## src/rtl/elevator_pkg.sv

```systemverilog
// Shared types and constants for the elevator car controller.
package elevator_pkg;

  typedef enum logic [1:0] {
    IDLE,
    DECIDE,
    MOVE,
    DOOR_OPEN
  } state_t;

  localparam logic DIR_UP   = 1'b1;
  localparam logic DIR_DOWN = 1'b0;

  function automatic int unsigned clog2_min1(input int unsigned value);
    return (value > 1) ? $clog2(value) : 1;
  endfunction

endpackage

```

## src/rtl/elevator_car_controller_call_scanner.sv

```systemverilog
// Combinational scan of pending calls relative to the car's floor:
// presence and population above/below, and a call at the floor itself.
module call_scanner
  import elevator_pkg::*;
#(
  parameter int unsigned NUM_FLOORS = 8,
  parameter int unsigned FLOOR_W    = 3,
  parameter int unsigned CNT_W      = 4
) (
  input  logic [NUM_FLOORS-1:0] pending,
  input  logic [FLOOR_W-1:0]    floor,
  output logic                  above,
  output logic                  below,
  output logic                  here,
  output logic [CNT_W-1:0]      count_above,
  output logic [CNT_W-1:0]      count_below
);

  always_comb begin
    above       = 1'b0;
    below       = 1'b0;
    here        = 1'b0;
    count_above = '0;
    count_below = '0;
    for (int unsigned i = 0; i < NUM_FLOORS; i++) begin
      if (pending[i]) begin
        if (i > 32'(floor)) begin
          above       = 1'b1;
          count_above = count_above + CNT_W'(1);
        end else if (i < 32'(floor)) begin
          below       = 1'b1;
          count_below = count_below + CNT_W'(1);
        end else begin
          here = 1'b1;
        end
      end
    end
  end

endmodule

```

## src/rtl/elevator_car_controller.sv

```systemverilog
// Single-car elevator sequencer: call latching, direction choice, travel and door timing.
// Optional ELEVATOR_ESTOP_EN adds an estop input that freezes state, timer and floor.
module elevator_car_controller
  import elevator_pkg::*;
#(
  parameter int unsigned NUM_FLOORS    = 8,
  parameter int unsigned FLOOR_W       = 3,
  parameter int unsigned TRAVEL_CYCLES = 4,
  parameter int unsigned DOOR_CYCLES   = 6
) (
  input  logic                  clock,
  input  logic                  reset,
`ifdef ELEVATOR_ESTOP_EN
  input  logic                  estop,
`endif
  input  logic [NUM_FLOORS-1:0] call_req,
  output logic [FLOOR_W-1:0]    current_floor,
  output logic                  direction,
  output logic                  moving,
  output logic                  door_open,
  output logic [NUM_FLOORS-1:0] pending_calls,
  output logic                  busy
);

  localparam int unsigned CNT_W   = clog2_min1(NUM_FLOORS + 1);
  localparam int unsigned T_MAX   = (TRAVEL_CYCLES > DOOR_CYCLES) ? TRAVEL_CYCLES : DOOR_CYCLES;
  localparam int unsigned TIMER_W = clog2_min1(T_MAX);
  localparam logic [TIMER_W-1:0] TRAVEL_LOAD = TIMER_W'(TRAVEL_CYCLES - 1);
  localparam logic [TIMER_W-1:0] DOOR_LOAD   = TIMER_W'(DOOR_CYCLES - 1);
  localparam logic [FLOOR_W-1:0] TOP_FLOOR   = FLOOR_W'(NUM_FLOORS - 1);

  state_t                  state_q, state_d;
  logic [TIMER_W-1:0]      timer_q, timer_d;
  logic [FLOOR_W-1:0]      floor_q, floor_d, step_floor, clear_floor;
  logic                    dir_q, dir_d;
  logic                    from_idle_q;
  logic [NUM_FLOORS-1:0]   pending_q, clear_mask;
  logic                    clear_en, hold, step_hit, call_here;
  logic                    above, below, here;
  logic [CNT_W-1:0]        count_above, count_below;

`ifdef ELEVATOR_ESTOP_EN
  assign hold = estop;
`else
  assign hold = 1'b0;
`endif

  call_scanner #(
    .NUM_FLOORS (NUM_FLOORS),
    .FLOOR_W    (FLOOR_W),
    .CNT_W      (CNT_W)
  ) u_call_scanner (
    .pending     (pending_q),
    .floor       (floor_q),
    .above       (above),
    .below       (below),
    .here        (here),
    .count_above (count_above),
    .count_below (count_below)
  );

  always_comb begin
    step_floor = floor_q;
    if (dir_q == DIR_UP) begin
      if (floor_q != TOP_FLOOR) step_floor = floor_q + FLOOR_W'(1);
    end else begin
      if (floor_q != '0) step_floor = floor_q - FLOOR_W'(1);
    end
  end

  // Arrival test uses the stepped floor; above/below from the old floor stay
  // valid for "still ahead" because the stepped-floor bit is zero in that branch.
  always_comb begin
    step_hit  = 1'b0;
    call_here = here;
    for (int unsigned i = 0; i < NUM_FLOORS; i++) begin
      if (32'(step_floor) == i) step_hit = pending_q[i];
      if (32'(floor_q) == i && call_req[i]) call_here = 1'b1;
    end
  end

  always_comb begin
    clear_mask = '0;
    for (int unsigned i = 0; i < NUM_FLOORS; i++) begin
      if (clear_en && 32'(clear_floor) == i) clear_mask[i] = 1'b1;
    end
  end

  always_comb begin
    state_d     = state_q;
    timer_d     = timer_q;
    floor_d     = floor_q;
    dir_d       = dir_q;
    clear_en    = 1'b0;
    clear_floor = floor_q;
    if (!hold) begin
      unique case (state_q)
        IDLE: begin
          if (here) begin
            state_d  = DOOR_OPEN;
            timer_d  = DOOR_LOAD;
            clear_en = 1'b1;
          end else if (|pending_q) begin
            state_d = DECIDE;
          end
        end
        DECIDE: begin
          if (!(|pending_q)) begin
            state_d = IDLE;
          end else if (here) begin
            state_d  = DOOR_OPEN;
            timer_d  = DOOR_LOAD;
            clear_en = 1'b1;
          end else begin
            state_d = MOVE;
            timer_d = TRAVEL_LOAD;
            if (from_idle_q && above && below)
              dir_d = (count_above >= count_below) ? DIR_UP : DIR_DOWN;
            else if ((dir_q == DIR_UP) ? above : below)
              dir_d = dir_q;
            else
              dir_d = ~dir_q;
          end
        end
        MOVE: begin
          if (timer_q != '0) begin
            timer_d = timer_q - TIMER_W'(1);
          end else begin
            floor_d = step_floor;
            if (step_hit) begin
              state_d     = DOOR_OPEN;
              timer_d     = DOOR_LOAD;
              clear_en    = 1'b1;
              clear_floor = step_floor;
            end else if ((dir_q == DIR_UP) ? above : below) begin
              timer_d = TRAVEL_LOAD;
            end else begin
              state_d = DECIDE;
            end
          end
        end
        DOOR_OPEN: begin
          // A call at the open floor is absorbed and restarts the door interval.
          clear_en = 1'b1;
          if (call_here)
            timer_d = DOOR_LOAD;
          else if (timer_q != '0)
            timer_d = timer_q - TIMER_W'(1);
          else
            state_d = DECIDE;
        end
        default: state_d = IDLE;
      endcase
    end
  end

  always_ff @(posedge clock or negedge reset) begin
    if (!reset) begin
      state_q     <= IDLE;
      timer_q     <= '0;
      floor_q     <= '0;
      dir_q       <= DIR_UP;
      from_idle_q <= 1'b0;
      pending_q   <= '0;
    end else begin
      state_q     <= state_d;
      timer_q     <= timer_d;
      floor_q     <= floor_d;
      dir_q       <= dir_d;
      from_idle_q <= hold ? from_idle_q : (state_q == IDLE);
      pending_q   <= (pending_q | call_req) & ~clear_mask;
    end
  end

  assign current_floor = floor_q;
  assign direction     = dir_q;
  assign pending_calls = pending_q;
  assign moving        = (state_q == MOVE) && !hold;
  assign door_open     = (state_q == DOOR_OPEN);
  assign busy          = (state_q != IDLE);

endmodule
```

## config.mk

```make
export PLATFORM = sky130hd
export DESIGN_NAME = elevator_car_controller
export DESIGN_NICKNAME = d
export VERILOG_FILES = /design/src/rtl/elevator_pkg.sv /design/src/rtl/elevator_car_controller_call_scanner.sv /design/src/rtl/elevator_car_controller.sv
export SDC_FILE = /design/constraint.sdc
export NUM_CORES = 1
export LEC_CHECK = 0
export CAP_MARGIN = 25
export CORE_MARGIN = 4
export CORE_UTILIZATION = 60
export CTS_BUF_LIST = sky130_fd_sc_hd__clkbuf_2 sky130_fd_sc_hd__clkbuf_4 sky130_fd_sc_hd__clkbuf_8
export CTS_CLUSTER_SIZE = 24
export DETAILED_ROUTE_END_ITERATION = 10
export HOLD_SLACK_MARGIN = 0.12
export PLACE_DENSITY_LB_ADDON = 0.05
export SETUP_SLACK_MARGIN = 0.3
export SYNTH_ARGS = -nofsm -noshare
export SYNTH_HDL_FRONTEND = slang
export SYNTH_SLANG_ARGS = --single-unit
```

## constraint.sdc

```tcl
create_clock -name clock -period 8.2 [get_ports clock]
set_input_delay 1.23 -clock clock [delete_from_list [all_inputs] [get_ports clock]]
set_output_delay 1.23 -clock clock [all_outputs]
set_load 0.1 [all_outputs]
```

==> metrics.yaml, run 1 <==
io_pins: 25
min_period_ns: 6.27
fin_setup_tns_ns: 0
synth_ff_type: "dfrtp_1"
numPortBuffers: 24
coreArea_um2: 4030
endpoint_kind: "flip-flop"
synthesis.area_um2: 2530
ys_warn_count: 0
rsz0062_at_grt: "false"
wl_per_cell_um: 16.6
synth_top_area_frac: 0.168
relSlewSlack: 0.340
dr.pass1.iters: 4
grt_max_degree: 26
fmax_mhz: 159
die_w_um: 72.9
postCtsResizedCells: 0
worstPathArrival_ns: 6.45
post_dp_cell_area_um2: 2770
grt-ovfl-total: 0
ctsHoldBuffers: 0
rr_worst_depth: 25
die_h_um: 72.9
seq_area_frac_synth: 0.179
drive_gt1_frac: 0.128
syn_inst: 307
drv_cap: 0
synthesis.nets: 340
rows: 23
antenna_cells: 0
post-synth-top-count-cell: "nand2_1"
fin_skew_ns: 0.00685
viasPerCell: 6.26
synthDistinctLibCells: 73
drtIter0Drc: 207
die_area_um2: 5310
grt_pass1_vias: 2203
startpoint_type: "flip-flop"
wl_mm: 6.27
cts_inserted_buffers: 3
required_ns: 8.38
synth_edf_count: 0
drc: 0
clockRootBuffer: "clkbuf_8"
synthTopCellsByArea: "dfrtp_1 17%, ha_1 11%, xnor2_1 5.5%"
status: "finished clean"
ys_seq_elements: 18
fin_nets: 361
grt_pass1_wl_mm: 10.6
area_growth_pct: 11.7
start_util: 0.627
synth.avg_cell_area_um2: 8.23
post-route-period-util: 0.765
hold_path_depth: 1
dp_hpwl_mm: 4.73
slew_violations: 0
hold_violations: 0
vias: 2360
ys_top_cells_by_count: "30 x nand2_1, 25 x nor2_1, 23 x ha_1, 23 x inv_1, 20 x a21oi_1"
tritoncts: "done"
cts_sinks: 18
design_area_um2: 2820
worstMarginPinSlew_ns: 0.988
postCtsSetupRepairBufs: 0
grt_antenna_before_repair: 0
worstSkewPairLatency_ns: 0.26
worstSetupPathType: "flip-flop to flip-flop"
path_clk_slew_ns: 0.07
cts_buffer_depth: 2
synthArstFlopShare: 1.00
hp-class: "flip-flop to flip-flop"
setup_viol: 0
routabilityCongestion: 0.896
h-tree-depth: 1
yosys.area.top_type: "dfrtp_1"
path_max_fanout: 19
final_antenna_net_count: 0
track_usage: 0.251
[state kept, by name (all words and copies together) (netlist names)]
name	flops
direction	1
state_q	2
pending_calls	8
timer_q	3
current_floor	3
from_idle_q	1
[cells by family (layout without fill, tap and decap cells)]
family          count (synthesis)  count (layout)  share of synthesized area
simple gates                  115             115                      0.245
compound gates                 73              73                      0.200
buf+inv                        34              54                     0.0634
fa+ha+maj                      23              23                      0.114
xor+xnor                       23              23                      0.102
mux                            21              21                     0.0966
flops                          18              18                      0.179
[layer usage]
metal	vias to the layer above	part of all wire	global-route usage
li1	1146	-	-
met1	1104	0.44	0.359
met2	96	0.47	0.386
met3	14	0.070	0.0331
met4	0	0.023	0.0902
met5	-	0	0
[layout make-up]
class | count | area, um^2
Clock buffer | 4 | 48.8
Fill cell | 369 | 1210
Inverter | 25 | 96.3
Multi-Input combinational cell | 255 | 1910
Sequential cell | 18 | 452
Tap cell | 50 | 62.6
Timing Repair Buffer | 25 | 248
[layout by cell type, fill, tap and decap left out, drive strengths merged, types with 3 or more instances in the layout]
cell type and instances:
and2 3, and3 4, nand2 31, xnor2 16, o21ai 15, inv 24
clkbuf 4, o211ai 4, dfrtp 17, clkdlybuf4s50 24, nand3 13, a31oi 5
nand2b 9, nor2 26, nor3 7, a21oi 22, mux2 14, nor2b 3
xor2 5, ha 23, nor3b 4, nand3b 3, mux2i 7
[stage by stage]
step	utilization	worst slack [ns]	hold WS, ns	instances
2_1_floorplan	-	1.86	0.473	307
3_3_place_gp	0.688	2.20	0.493	373
3_5_place_dp	0.688	2.01	0.495	373
4_1_cts	0.700	1.96	0.516	377
5_1_grt	0.700	1.49	0.541	377
6_report	0.700	1.93	0.511	377
[critical path: stages, from the launching register on]
cell,delay [ns]
dfrtp_1,0.59
or2_1,0.44
or3b_4,0.44
ha_1,0.32
mux2i_4,0.21
inv_1,0.07
ha_1,0.29
mux2_2,0.28
ha_1,0.29
mux2i_1,0.24
inv_1,0.08
ha_1,0.29
nand2_1,0.05
o21ai_0,0.14
ha_1,0.33
mux2_2,0.28
ha_1,0.29
mux2_2,0.26
ha_1,0.29
a21oi_1,0.12
nor2b_1,0.06
o21ai_0,0.14
nor4bb_1,0.39
nor2_1,0.07
o21ai_0,0.15
o31ai_1,0.09
[final timing paths]
kind	startpoint	to	slack, ns
worst min-delay path	timer_q[1]	timer_q[1]	0.51
min in group asynchronous	reset	current_floor[0]	1.43
worst min register to register	timer_q[1]	timer_q[1]	0.51
max in group asynchronous	reset	pending_calls[2]	6.27
worst max-delay path	current_floor[1]	direction	1.93
worst max register to register	current_floor[1]	direction	1.93
Power of run 1 is not shown: default switching activity piles up to over one toggle a cycle in this logic, so the estimate is an artifact.
==> run 2, diff against run 1 <==
--- a/config.mk
+++ b/config.mk
@@ -7,7 +7,7 @@
 export LEC_CHECK = 0
 export CAP_MARGIN = 25
 export CORE_MARGIN = 4
-export CORE_UTILIZATION = 60
+export CORE_UTILIZATION = 54
 export CTS_BUF_LIST = sky130_fd_sc_hd__clkbuf_2 sky130_fd_sc_hd__clkbuf_4 sky130_fd_sc_hd__clkbuf_8
 export CTS_CLUSTER_SIZE = 24
 export DETAILED_ROUTE_END_ITERATION = 10
==> constraint.sdc (replaced) <==
create_clock -name clock -period 5.2 [get_ports clock]
set_input_delay 0.78 -clock clock [delete_from_list [all_inputs] [get_ports clock]]
set_output_delay 0.78 -clock clock [all_outputs]
set_load 0.1 [all_outputs]
==> run 2 against run 1 <==
Against the previous run: the flow now finishes with violations (setup timing); flip-flop and latch count unchanged; global-route usage decreased by 0.84 points; via count increased by 6.2%; fmax increased by 20%; design area increased by 15%; clock skew about the same.
==> metrics.yaml, run 2 (synthesis gave the netlist of run 1 again) <==
critPathMostFrequentCell: "ha_1"
grt_pass1_wl_mm: 11.7
slowest_delay_ns: 0.49
fmax_mhz: 192
wl_per_cell_um: 16.9
fin_skew_ns: 0.00682
status: "complete, but fails checks"
wl_mm: 6.96
track_usage: 0.242
drv_cap: 0
viasPerCell: 6.10
final_util: 0.727
grt_antenna_before_repair: 0
rr_worst_depth: 28
drive_gt1_frac: 0.270
die_area_um2: 5840
pre_cts_ws_ns: -0.156
hold_violations: 0
fin_nets: 393
ctsHoldBuffers: 0
stdcell_count: 411
violations: "setup timing"
setup_viol: 1
hp-class: "flip-flop to flip-flop"
antenna_cells: 0
tritoncts: "done"
dp.cells: 403
crit_cells: 28
final_common_cell: "buf_4"
routabilityCongestion: 0.860
final_antenna_net_count: 0
die_h_um: 76.4
path_max_fanout: 4
fill_cells: 351
cts_buffer_depth: 2
dp_hpwl_mm: 5.40
die_w_um: 76.4
required_ns: 5.38
vias: 2507
fin_ws_ns: -0.0151
coreArea_um2: 4440
io_pins: 25
clockRootBuffer: "clkbuf_8"
relSlewSlack: 0.336
drtIter0Drc: 113
grt_pass1_vias: 2467
rsz0062_at_grt: "true"
dr.pass1.iters: 5
worstSetupPathType: "flip-flop to flip-flop"
drc: 0
cts_inserted_buffers: 3
critPathSlowestCell: "dfrtp_4"
endpoint_kind: "flip-flop"
h-tree-depth: 1
area_growth_pct: 27.9
rows: 24
numPortBuffers: 24
final_cell_mix: "31 x buf_4, 30 x nand2_1, 24 x clkdlybuf4s50_1"
path_clk_slew_ns: 0.07
min_period_ns: 5.22
worstPathArrival_ns: 5.39
largest_register_ffs: 8
crit_family: "adder cells"
post-route-period-util: 1.00
hold_path_depth: 1
grt_max_degree: 35
worstSkewPairLatency_ns: 0.26
startpoint_type: "flip-flop"
start_util: 0.568
grt-ovfl-total: 0
slew_violations: 0
worstMarginPinSlew_ns: 0.993
cts_sinks: 18
crit_buf_inv: 4
==> run 2: cell types whose count changed in the layout (fill, tap and decap cells not counted), moves of 4 or more <==
cell	previous run	this run
mux2_4	1	5
buf_4	1	31
ha_1	23	16
dfrtp_1	17	13
mux2_2	12	8
ha_4	0	6
==> run 2: layer usage <==
layer | global-route usage | up-vias | wire, um
met1 | 0.312 | 1169 | 3000
met4 | 0.0707 | 0 | 155
met3 | 0.0189 | 19 | 405
met2 | 0.432 | 104 | 3400
met5 | 0 | - | 0
li1 | - | 1215 | -
==> run 2: through the flow <==
stage	cell area [um^2]	hold slack [ns]	TNS (ns)
4_1_cts	3180	0.531	-0.0609
5_1_grt	3230	0.544	-0.270
3_5_place_dp	3080	0.515	-0.156
2_1_floorplan	2640	0.473	-0.285
6_report	3230	0.529	-0.0151
3_3_place_gp	3080	0.498	-0.0243
==> run 2: cell type report <==
type                       count  area (um^2)  share of cell area
tap                           52         65.1              0.0201
multi-input combinational    255         2060               0.639
inverter                      25         96.3              0.0298
timing repair buffer          57          495               0.153
clock buffer                   4         48.8              0.0151
sequential                    18          462               0.143
==> run 2: timing repair <==
action / 4_1_cts / 5_1_grt
hold endpoints to repair: 0 / 0
buffers inserted: 3 / 1
endpoints found under the setup margin: 1 / 1
resized for setup: 7 / 9
pin swaps: 13 / 9
==> run 2: worst paths after layout <==
path / startpoint / endpoint / slack, ns
worst max-delay path: current_floor[0] / direction / -0.02
worst min-delay path: timer_q[1] / timer_q[1] / 0.53
worst max register to register: current_floor[0] / direction / -0.02
worst min register to register: timer_q[1] / timer_q[1] / 0.53
max in group asynchronous: reset / current_floor[1] / 3.56
min in group asynchronous: reset / pending_calls[4] / 1.01
Power of run 2 is left out for the same reason.
==> run 3, diff against run 2 <==
--- a/config.mk
+++ b/config.mk
@@ -6,14 +6,15 @@
 export NUM_CORES = 1
 export LEC_CHECK = 0
 export CAP_MARGIN = 25
-export CORE_MARGIN = 4
+export CORE_MARGIN = 2
 export CORE_UTILIZATION = 54
 export CTS_BUF_LIST = sky130_fd_sc_hd__clkbuf_2 sky130_fd_sc_hd__clkbuf_4 sky130_fd_sc_hd__clkbuf_8
 export CTS_CLUSTER_SIZE = 24
 export DETAILED_ROUTE_END_ITERATION = 10
 export HOLD_SLACK_MARGIN = 0.12
-export PLACE_DENSITY_LB_ADDON = 0.05
+export PLACE_DENSITY = 0.78
 export SETUP_SLACK_MARGIN = 0.3
+export SLEW_MARGIN = 20
 export SYNTH_ARGS = -nofsm -noshare
 export SYNTH_HDL_FRONTEND = slang
 export SYNTH_SLANG_ARGS = --single-unit
==> run 3 against run 2 <==
Against the previous run: largest cell class unchanged; the run still ends with setup timing left; critical path type unchanged; fmax shrank 1.7%; cell count grew 1.5%; critical path depth shrank 1.
==> metrics.yaml, run 3 (synthesis gave the netlist of run 1 again) <==
crit_buf_inv: 5
die_w_um: 72.4
final_antenna_net_count: 0
worstMarginPinSlew_ns: 0.979
path_max_fanout: 4
largest_register_ffs: 8
path_clk_slew_ns: 0.08
final_util: 0.742
fill_cells: 335
final_common_cell: "buf_4"
rows: 24
slowest_delay_ns: 0.50
worstPathArrival_ns: 5.48
violations: "setup timing"
status: "complete, but fails checks"
routabilityCongestion: 0.918
drive_gt1_frac: 0.279
coreArea_um2: 4440
hp-class: "flip-flop to flip-flop"
crit_family: "adder cells"
wl_mm: 7.27
cts_buffer_depth: 2
area_growth_pct: 30.5
required_ns: 5.37
clockRootBuffer: "clkbuf_8"
pre_cts_ws_ns: -0.238
grt_antenna_before_repair: 0
rsz0062_at_grt: "true"
fin_nets: 399
critPathMostFrequentCell: "ha_4"
grt-ovfl-total: 0
fin_ws_ns: -0.108
h-tree-depth: 1
tritoncts: "done"
final_cell_mix: "37 x buf_4, 30 x nand2_1, 24 x nor2_1, 24 x clkdlybuf4s50_1, 21 x inv_1"
worstSetupPathType: "flip-flop to flip-flop"
io_pins: 25
hold_violations: 0
die_area_um2: 5240
post-route-period-util: 1.02
cts_inserted_buffers: 3
drtIter0Drc: 153
start_util: 0.568
grt_pass1_wl_mm: 12.4
slew_violations: 0
setup_viol: 1
fmax_mhz: 188
worstSkewPairLatency_ns: 0.26
viasPerCell: 6.19
relSlewSlack: 0.345
grt_max_degree: 28
startpoint_type: "flip-flop"
grt_pass1_vias: 2649
track_usage: 0.296
fin_setup_tns_ns: -0.108
wl_per_cell_um: 17.4
critPathSlowestCell: "dfrtp_4"
vias: 2583
endpoint_kind: "flip-flop"
drc: 0
die_h_um: 72.4
dp_hpwl_mm: 5.36
dp.cells: 407
min_period_ns: 5.31
dr.pass1.iters: 5
drv_cap: 0
cts_sinks: 18
ctsHoldBuffers: 0
antenna_cells: 0
stdcell_count: 417
fin_skew_ns: 0.00949
numPortBuffers: 24
## run 3: cell types whose count changed in the layout (fill, tap and decap cells not counted), sizes merged
cell  change
buf       +6
## run 3: area by class of cell
class / count / area (um^2) / share of cell area
tap: 52 / 65.1 / 0.0197
clock buffer: 4 / 55.1 / 0.0167
timing repair buffer: 63 / 549 / 0.167
sequential: 18 / 462 / 0.140
inverter: 25 / 96.3 / 0.0292
multi-input combinational: 255 / 2070 / 0.628
## run 3: what timing repair did
| action | CTS | global route |
|---|---|---|
| cloned | 0 | 0 |
| buffers inserted | 4 | 2 |
| setup endpoints to repair | 1 | 1 |
| pin swaps | 15 | 5 |
| resized for setup | 13 | 1 |
## run 3: final timing paths
check / cells past startpoint / to / slack, ns / from
min in group asynchronous: 1 / pending_calls[5] / 0.99 / reset
min: 1 / timer_q[1] / 0.51 / timer_q[1]
max reg2reg: 27 / direction / -0.11 / current_floor[1]
max in group asynchronous: 1 / current_floor[1] / 3.62 / reset
max: 27 / direction / -0.11 / current_floor[1]
min reg2reg: 1 / timer_q[1] / 0.51 / timer_q[1]
## run 3: routing by layer
metal  share of wire  vias up  GRT usage
met4           0.033        0      0.132
met5               0        -          0
met1            0.41     1216      0.358
met3           0.061       34     0.0264
li1                -     1219          -
met2            0.49      114      0.531
## run 3: per-stage QoR
stage	hold WS, ns	instance area [um^2]
floorplan	0.473	2640
global placement	0.497	3110
detailed placement	0.495	3110
CTS	0.512	3280
global route	0.551	3300
finish	0.509	3300
Power of run 3 is left out for the same reason.
